$ cat src/rtl/bextdep_pkg.sv
// Shared types and constants for the bext/bdep issue stage.
package bextdep_pkg;

  localparam int unsigned XLEN      = 32;
  localparam int unsigned TAG_MAX_W = 16;

  typedef enum logic [0:0] {
    ST_IDLE = 1'b0,
    ST_WAIT = 1'b1
  } state_t;

  // Request payload; tag is stored at its widest and narrowed by the top.
  typedef struct packed {
    logic                 bdep;
    logic [XLEN-1:0]      rs1;
    logic [XLEN-1:0]      rs2;
    logic [TAG_MAX_W-1:0] tag;
  } req_t;

endpackage

$ cat src/rtl/bextdep_req_fifo.sv
// Request FIFO for the bext/bdep issue stage; DEPTH must be a power of two.
module bextdep_req_fifo
  import bextdep_pkg::*;
#(
  parameter int unsigned DEPTH = 4
) (
  input  logic clock,
  input  logic resetn,
  input  logic push,
  input  req_t wdata,
  input  logic pop,
  output req_t rdata,
  output logic full,
  output logic empty
);

  localparam int unsigned AW = (DEPTH > 1) ? $clog2(DEPTH) : 1;
  localparam int unsigned CW = $clog2(DEPTH + 1);

  req_t          mem [DEPTH];
  logic [AW-1:0] wr_ptr;
  logic [AW-1:0] rd_ptr;
  logic [CW-1:0] count;
  logic          do_push;
  logic          do_pop;

  assign full    = (count == CW'(DEPTH));
  assign empty   = (count == '0);
  assign do_push = push && !full;
  assign do_pop  = pop && !empty;
  assign rdata   = mem[rd_ptr];

  // Storage carries no reset; validity is tracked by count.
  always_ff @(posedge clock) begin
    if (do_push) mem[wr_ptr] <= wdata;
  end

  always_ff @(posedge clock or negedge resetn) begin
    if (!resetn) begin
      wr_ptr <= '0;
      rd_ptr <= '0;
      count  <= '0;
    end else begin
      if (do_push) wr_ptr <= wr_ptr + AW'(1);
      if (do_pop)  rd_ptr <= rd_ptr + AW'(1);
      case ({do_push, do_pop})
        2'b10:   count <= count + CW'(1);
        2'b01:   count <= count - CW'(1);
        default: count <= count;
      endcase
    end
  end

endmodule

$ cat src/rtl/bextdep_issue.sv
// Issue stage in front of the iterative bext/bdep unit: buffers requests, launches one at a time.
// Optional BEXTDEP_ZERO_MASK_BYPASS_EN retires rs2==0 requests without using the unit.
module bextdep_issue
  import bextdep_pkg::*;
#(
  parameter int unsigned DEPTH = 4,
  parameter int unsigned TAG_W = 4
) (
  input  logic             clock,
  input  logic             resetn,
  input  logic             in_valid,
  output logic             in_ready,
  input  logic             in_bdep,
  input  logic [XLEN-1:0]  in_rs1,
  input  logic [XLEN-1:0]  in_rs2,
  input  logic [TAG_W-1:0] in_tag,
  output logic             out_valid,
  input  logic             out_ready,
  output logic [XLEN-1:0]  out_rd,
  output logic [TAG_W-1:0] out_tag,
  output logic             core_reset,
  output logic             core_start,
  output logic             core_bdep,
  output logic [XLEN-1:0]  core_rs1,
  output logic [XLEN-1:0]  core_rs2,
  input  logic             core_busy,
  input  logic             core_done,
  input  logic [XLEN-1:0]  core_rd
);

`ifdef BEXTDEP_ZERO_MASK_BYPASS_EN
  localparam bit ZERO_BYPASS = 1'b1;
`else
  localparam bit ZERO_BYPASS = 1'b0;
`endif

  req_t push_req;
  req_t head;
  logic fifo_push;
  logic fifo_pop;
  logic fifo_full;
  logic fifo_empty;
  logic unused_head_tag;

  state_t           state, state_nxt;
  logic             out_valid_nxt, start_nxt, bdep_nxt;
  logic [XLEN-1:0]  out_rd_nxt, rs1_nxt, rs2_nxt;
  logic [TAG_W-1:0] out_tag_nxt, tag_q, tag_nxt;

  assign in_ready        = !fifo_full;
  assign fifo_push       = in_valid && in_ready;
  assign push_req        = '{bdep: in_bdep, rs1: in_rs1, rs2: in_rs2, tag: TAG_MAX_W'(in_tag)};
  assign unused_head_tag = ^head.tag;

  bextdep_req_fifo #(.DEPTH(DEPTH)) u_fifo (
    .clock (clock),
    .resetn(resetn),
    .push  (fifo_push),
    .wdata (push_req),
    .pop   (fifo_pop),
    .rdata (head),
    .full  (fifo_full),
    .empty (fifo_empty)
  );

  // Unit reset: held while resetn is low, dropped at the first edge after release.
  always_ff @(posedge clock or negedge resetn) begin
    if (!resetn) core_reset <= 1'b1;
    else         core_reset <= 1'b0;
  end

  always_comb begin
    state_nxt     = state;
    fifo_pop      = 1'b0;
    start_nxt     = 1'b0;
    bdep_nxt      = core_bdep;
    rs1_nxt       = core_rs1;
    rs2_nxt       = core_rs2;
    tag_nxt       = tag_q;
    out_valid_nxt = out_valid && !out_ready;
    out_rd_nxt    = out_rd;
    out_tag_nxt   = out_tag;
    case (state)
      ST_IDLE: begin
        // Launch only into an empty result slot so at most one result is outstanding.
        if (!fifo_empty && !out_valid && !core_reset) begin
          fifo_pop = 1'b1;
          if (ZERO_BYPASS && (head.rs2 == '0)) begin
            out_valid_nxt = 1'b1;
            out_rd_nxt    = '0;
            out_tag_nxt   = TAG_W'(head.tag);
          end else begin
            start_nxt = 1'b1;
            bdep_nxt  = head.bdep;
            rs1_nxt   = head.rs1;
            rs2_nxt   = head.rs2;
            tag_nxt   = TAG_W'(head.tag);
            state_nxt = ST_WAIT;
          end
        end
      end
      ST_WAIT: begin
        if (core_done) begin
          out_valid_nxt = 1'b1;
          out_rd_nxt    = core_rd;
          out_tag_nxt   = tag_q;
          state_nxt     = ST_IDLE;
        end
      end
      default: state_nxt = ST_IDLE;
    endcase
  end

  always_ff @(posedge clock or negedge resetn) begin
    if (!resetn) begin
      state      <= ST_IDLE;
      out_valid  <= 1'b0;
      out_rd     <= '0;
      out_tag    <= '0;
      core_start <= 1'b0;
      core_bdep  <= 1'b0;
      core_rs1   <= '0;
      core_rs2   <= '0;
      tag_q      <= '0;
    end else begin
      state      <= state_nxt;
      out_valid  <= out_valid_nxt;
      out_rd     <= out_rd_nxt;
      out_tag    <= out_tag_nxt;
      core_start <= start_nxt;
      core_bdep  <= bdep_nxt;
      core_rs1   <= rs1_nxt;
      core_rs2   <= rs2_nxt;
      tag_q      <= tag_nxt;
    end
  end

  // The unit must report busy for every waiting cycle before it signals done.
  a_busy_before_done: assert property (@(posedge clock) disable iff (!resetn || core_reset)
    (state == ST_WAIT && !core_start && !core_done) |-> core_busy);

endmodule

$ cat config.mk
export PLATFORM = sky130hd
export DESIGN_NAME = bextdep_issue
export DESIGN_NICKNAME = d
export VERILOG_FILES = /design/src/rtl/bextdep_pkg.sv /design/src/rtl/bextdep_req_fifo.sv /design/src/rtl/bextdep_issue.sv
export SDC_FILE = /design/constraint.sdc
export NUM_CORES = 1
export LEC_CHECK = 0
export ABC_AREA = 1
export CAP_MARGIN = 20
export CORE_MARGIN = 2
export CORE_UTILIZATION = 60
export DETAILED_ROUTE_END_ITERATION = 10
export DONT_BUFFER_PORTS = 1
export GPL_TIMING_DRIVEN = 0
export MAX_ROUTING_LAYER = met4
export PLACE_DENSITY_LB_ADDON = 0.12
export REMOVE_ABC_BUFFERS = 1
export SYNTH_ARGS = -nofsm -noshare
export SYNTH_HDL_FRONTEND = slang
export SYNTH_SLANG_ARGS = --single-unit
$ cat constraint.sdc
create_clock -name clock -period 6.85 [get_ports clock]
set_clock_uncertainty 0.2 [all_clocks]
set_input_delay 0.3425 -clock clock [delete_from_list [all_inputs] [get_ports clock]]
set_output_delay 0.3425 -clock clock [all_outputs]
set_load 0.05 [all_outputs]
* After elaboration in Yosys (flattened, before gate mapping)
Memory sizes are Yosys's and may differ from the RTL's. A register that Yosys moved wholly into a read port is not among the register bits. Index checks and enable logic that the tools add are counted. Widths: inputs -> output; s select.
Word-level totals: memory bits (writable) 276, memories kept 1, output and inout port bits 105, register bits 47, bits of input ports 107
Memory list:
- u_fifo.mem | depth 4, width 69, rd ports 1, clocked after Yosys merged registers in 1, wr ports 1, line bextdep_req_fifo.sv:20 | req_t mem [DEPTH];
Cells by class: mux-type cells 9, reductions and logical operators 16, bitwise logic cells 1, add/sub/neg operators 4, equality and inequality tests 3
Operators with widths (number):
- $mux 1 | 7
- $logic_and 1x1->1 | 6
- $logic_not 1->1 | 6
- $pmux 3 s2 | 1
- $add 2x1->2 const B | 2
- $reduce_and 2->1 | 2
- $add 3x1->3 const B | 1
- $eq 3x3->1 const B | 1
- $logic_not 3->1 | 1
- $sub 3x1->3 const B | 1
- $eq 2x1->1 const B | 1
- $eq 2x2->1 const B | 1
- $pmux 1 s2 | 1
- $reduce_bool 2->1 | 1
- $not 1->1 | 1

* Depth between registers and ports, before layout
depth after elaboration 9, depth in mapped cells 13

* Cells and area by module
From an unflattened synthesis, not the netlist that was laid out.
Second synthesis, totals: cells, all modules 1474, area total of the unflattened synthesis 17865.9 sq um
Modules (own cells, without submodules):
- bextdep_req_fifo | seq. area each 9904.5 sq um, times used 1, cells an instance 1005, area an instance 13600.5 sq um
- bextdep_issue | seq. area each 2728.9 sq um, times used 1, cells an instance 469, area an instance 4265.3 sq um

* Least setup slack after synthesis
OpenSTA, ideal clock, no wires.
kind reg2reg, start register u_fifo.count[0], end memory u_fifo.mem[0][0] in the netlist's numbering, enable pin, cell stages (with the launch flop) 5, slack 2.159 ns, arrival 3.994 ns, setup time 0.497 ns, clock period less this slack 4.691 ns, path through dfrtp_1 > nor2_1 > nand2_1 > nand2_1 > nor2_1
Between the ends: word-level cells in the longest chain between the ends 6
Ends and longest elaborated chain:
- start, declared | line bextdep_req_fifo.sv:23 | logic [CW-1:0] count;
- start signal, assigned | line bextdep_req_fifo.sv:47 | 2'b10: count <= count + CW'(1);
- start signal, assigned | line bextdep_req_fifo.sv:48 | 2'b01: count <= count - CW'(1);
- start signal, assigned | line bextdep_req_fifo.sv:49 | default: count <= count;
- $eq 3x3->1 (*) | line bextdep_req_fifo.sv:27 | assign full = (count == CW'(DEPTH));
- $logic_not 1->1 (*) | line bextdep_issue.sv:50 | assign in_ready = !fifo_full;
- named net in_ready | line bextdep_issue.sv:12 | output logic in_ready,
- $logic_and 1x1->1 | line bextdep_issue.sv:51 | assign fifo_push = in_valid && in_ready;
- $logic_and 1x1->1 (*) | line bextdep_req_fifo.sv:29 | assign do_push = push && !full;
- $mux 1 (*) | line bextdep_req_fifo.sv:35 | if (do_push) mem[wr_ptr] <= wdata;
- $mux 1 (implied by the code) (*) | line bextdep_req_fifo.sv:35
- end, declared | line bextdep_req_fifo.sv:20
Mark *: on every way through the listed nets, which the timed path passes. The rest lies on a longest branch.

* Final worst setup path
start register u_fifo.count[0], end memory u_fifo.mem[1][50] in the netlist's numbering, enable pin
Same word-level chain as after synthesis.

==> results_dict.tcl <==
set metrics [dict create \
    combPwrFrac 0.241 \
    route.final.wire_length_um 32500 \
    io_buffers 0 \
    critical_path_peak_fanout 25 \
    ctsResizeCount 0 \
    maxClockFrequency_mhz 318 \
    avgSynthCellArea_um2 10.7 \
    crit_type "reg -> reg" \
    cts_tree "yes" \
    power.ir.vdd_worst_v 0.000314 \
    synth_cell_type_count 25 \
    cts_h_tree_depth 2 \
    final_number_of_hold_violating_endpoints 0 \
    postSynth.asyncResetShare 0.296 \
    dr_total_vias 10000 \
    drt_drc_violations_left 0 \
    final_cells 1986 \
    number_of_enable_flip_flop_cells_after_synthesis 276 \
    placement_rows 60 \
    fin_hold_ws_ns 0.108 \
    synth_cells 1512 \
    sequential_group_share_of_total_power 0.520 \
    synth_simple_gate_area_frac 0.177 \
    synth_area_mm2 0.0162 \
    post_synth_xor_area_fraction 0.00217 \
    end_kind "register" \
    die_area_mm2 0.0283 \
    placement.cell_area_mm2 0.0166 \
    grt.total_usage 0.242 \
    max-cap-violations 0 \
    report.final.slew_viol_count 0 \
    grt_pass1_wl_um 52000 \
    gp_routability_congestion 0.702 \
    timing.critical_path.from_type "register" \
    synthesis.yosys.warnings 0 \
    clock_path_buffers 3 \
    worst_ep_required_ns 6.85 \
    hold_path.class "in -> reg" \
    outcome "complete, no violations" \
    initial_utilization 0.604 \
    cts_num_sinks 392 \
    die_h_um 168 \
    final.min_clock_period_ns 3.15 \
    worst_skew_pair.late_latency_ns 0.51 \
    floorplan.io_pins 212 \
    final_layout_size_suffix_gt1_frac 0.0779 \
    period_share 0.459 \
    first_pass_iters 5 \
    post_cts_buffers 0 \
    grt_pass1_vias 10200 \
    number_of_antenna_violations_at_the_first_check_in_global_routing 2 \
    power.net_switching_uw 3660 \
    layout.nets 1726 \
    cts_root_buf "sky130_fd_sc_hd__clkbuf_16" \
    finish.utilization 0.710 \
    switching_share 0.409 \
    synth_seq_cells 392 \
    cell_internal_pwr_uw 5290 \
    hpwlAfterDp_um 17800 \
    numPlacedInstances 1806 \
    synth_sequential_area_ratio 0.693 \
    via_per_inst 5.05 \
    globalRoute.totalOverflow 0 \
    timing.max_slew.rel_slack 0.422 \
    routedWlPerCell_um 16.4 \
    total_power_uw 8950 \
    worst-slew-pin-transition_ns 0.864 \
    largest_net_degree_at_the_start_of_global_routing 117 \
    post_synthesis_mux_area_share 0.0251 \
    rsz_0062_raised_after_global_routing "no" \
    power_density_relative_to_cell_area_mw_per_mm2 472 \
    cts_buffers 40 \
    summed_area_of_non_filler_cells_in_the_final_layout_mm2 0.0190 \
    leakage_uw 0.00878 \
    syn_to_final_growth_pct 17.5 \
    core_area_mm2 0.0267 \
    power.share.clock 0.239 \
    ys_dominant_reg_cell "sky130_fd_sc_hd__edfxtp_1" \
    synth_fa_ha_area_frac 0.00511 \
    cts.clk_slew.worst_paths_ns 0.06 \
    die_x_um 168 \
    arrival_ns 3.15 \
    ant_nets 0 \
    synth_compound_gate_area_share 0.00124 \
    setup_viol_count_final 0 \
    main_combinational_cell_family_by_area_after_synthesis "simple AND/OR/NAND/NOR gates" \
    drt_iter0_drc 578 \
]
[layer usage]
layer | part of all wire | vias to the layer above | routed length, um | track usage
met5 | 0 | - | 0 | -
met1 | 0.40 | 4741 | 13100 | 0.286
met4 | 0.019 | 0 | 620 | 0.0671
met2 | 0.51 | 323 | 16400 | 0.424
li1 | - | 4897 | - | -
met3 | 0.071 | 60 | 2290 | 0.0527
[worst max-delay path, stage by stage, from the launching register on]
cell	delay (ns)
sky130_fd_sc_hd__dfrtp_1	0.39
sky130_fd_sc_hd__nor2_1	0.08
sky130_fd_sc_hd__nand2_1	0.40
sky130_fd_sc_hd__nand2_1	0.43
sky130_fd_sc_hd__nor2_4	0.78
sky130_fd_sc_hd__buf_12	0.30
sky130_fd_sc_hd__buf_12	0.22
[state kept, by name (all words and copies together), names as in the netlist]
signal         flops
tag_q              4
u_fifo.rd_ptr      2
core_rs2          32
out_tag            4
state              1
u_fifo.count       3
out_valid          1
core_reset         1
u_fifo.mem       276
out_rd            32
core_rs1          32
core_start         1
core_bdep          1
u_fifo.wr_ptr      2
[stage by stage]
stage          setup slack, ns  TNS [ns]
4_1_cts                   3.65         0
2_1_floorplan             2.05         0
3_3_place_gp             -1.54   -252.23
3_5_place_dp              3.68         0
5_1_grt                   3.56         0
6_report                  3.70         0
[path summary, 6_finish.rpt]
path	cells after the start	slack (ns)	start	to
setup reg to reg	6	3.70	u_fifo.count[0]	u_fifo.mem[1][50]
hold reg to reg	2	0.27	tag_q[3]	tag_q[3]
setup / recovery	6	3.70	u_fifo.count[0]	u_fifo.mem[1][50]
hold / removal	3	0.11	in_valid	u_fifo.wr_ptr[1]
min in group asynchronous	2	0.25	resetn	core_rs2[21]
max in group asynchronous	2	5.57	resetn	u_fifo.rd_ptr[1]
[layout by cell type, fill, tap and decap left out, drive strengths merged, types with 13 or more instances in the layout]
cell type,synthesis,final
buf,60,18
inv,293,293
dfrtp,115,115
nand2,564,564
edfxtp,276,276
nand3,140,140
dlygate4sd3,0,105
mux2,36,36
clkinv,0,13
clkbuf,4,55
[Yosys cell counts (5+ instances only)]
cell type	instances	area share
sky130_fd_sc_hd__nand2_1	563	0.13
sky130_fd_sc_hd__inv_1	290	0.067
sky130_fd_sc_hd__edfxtp_1	276	0.51
sky130_fd_sc_hd__nand3_1	139	0.043
sky130_fd_sc_hd__dfrtp_1	115	0.18
sky130_fd_sc_hd__mux2_2	36	0.025
sky130_fd_sc_hd__buf_2	30	0.0093
sky130_fd_sc_hd__buf_6	21	0.015
sky130_fd_sc_hd__nor2_1	6	0.0014
sky130_fd_sc_hd__buf_4	5	0.0023
sky130_fd_sc_hd__ha_1	5	0.0039
[repair_timing]
item	in CTS	in global routing
hold buffers	106	0
endpoints found under the hold margin	427	0
setup endpoints to repair	0	0
[power groups by stage]
| stage | Sequential [uW] | Combinational, uW | Clock, uW |
|---|---|---|---|
| CTS | 4650 | 2190 | 2170 |
| global route | 4730 | 2460 | 2270 |
| finish | 4660 | 2160 | 2140 |
| detailed placement | 4700 | 2090 | 0 |
| floorplan | 4670 | 1400 | 0 |
| global placement | 4880 | 1860 | 0 |
[cell families (layout without fill, tap and decap cells)]
family	after synthesis	after routing
simple gates	712	712
flops	392	392
buf+inv	357	488
mux	36	36
fa+ha+maj	6	6
compound gates	4	4
xor+xnor	4	4
other cells	1	3
[layout make-up]
type	instances	area [um2]
timing repair buffer	123	1470
multi-input combinational	763	3450
antenna	2	5.00
clock inverter	17	158
inverter	293	1110
fill	1805	7750
tap	341	427
sequential	392	11200
clock buffer	55	1160
(Power assumes the default switching activity.)
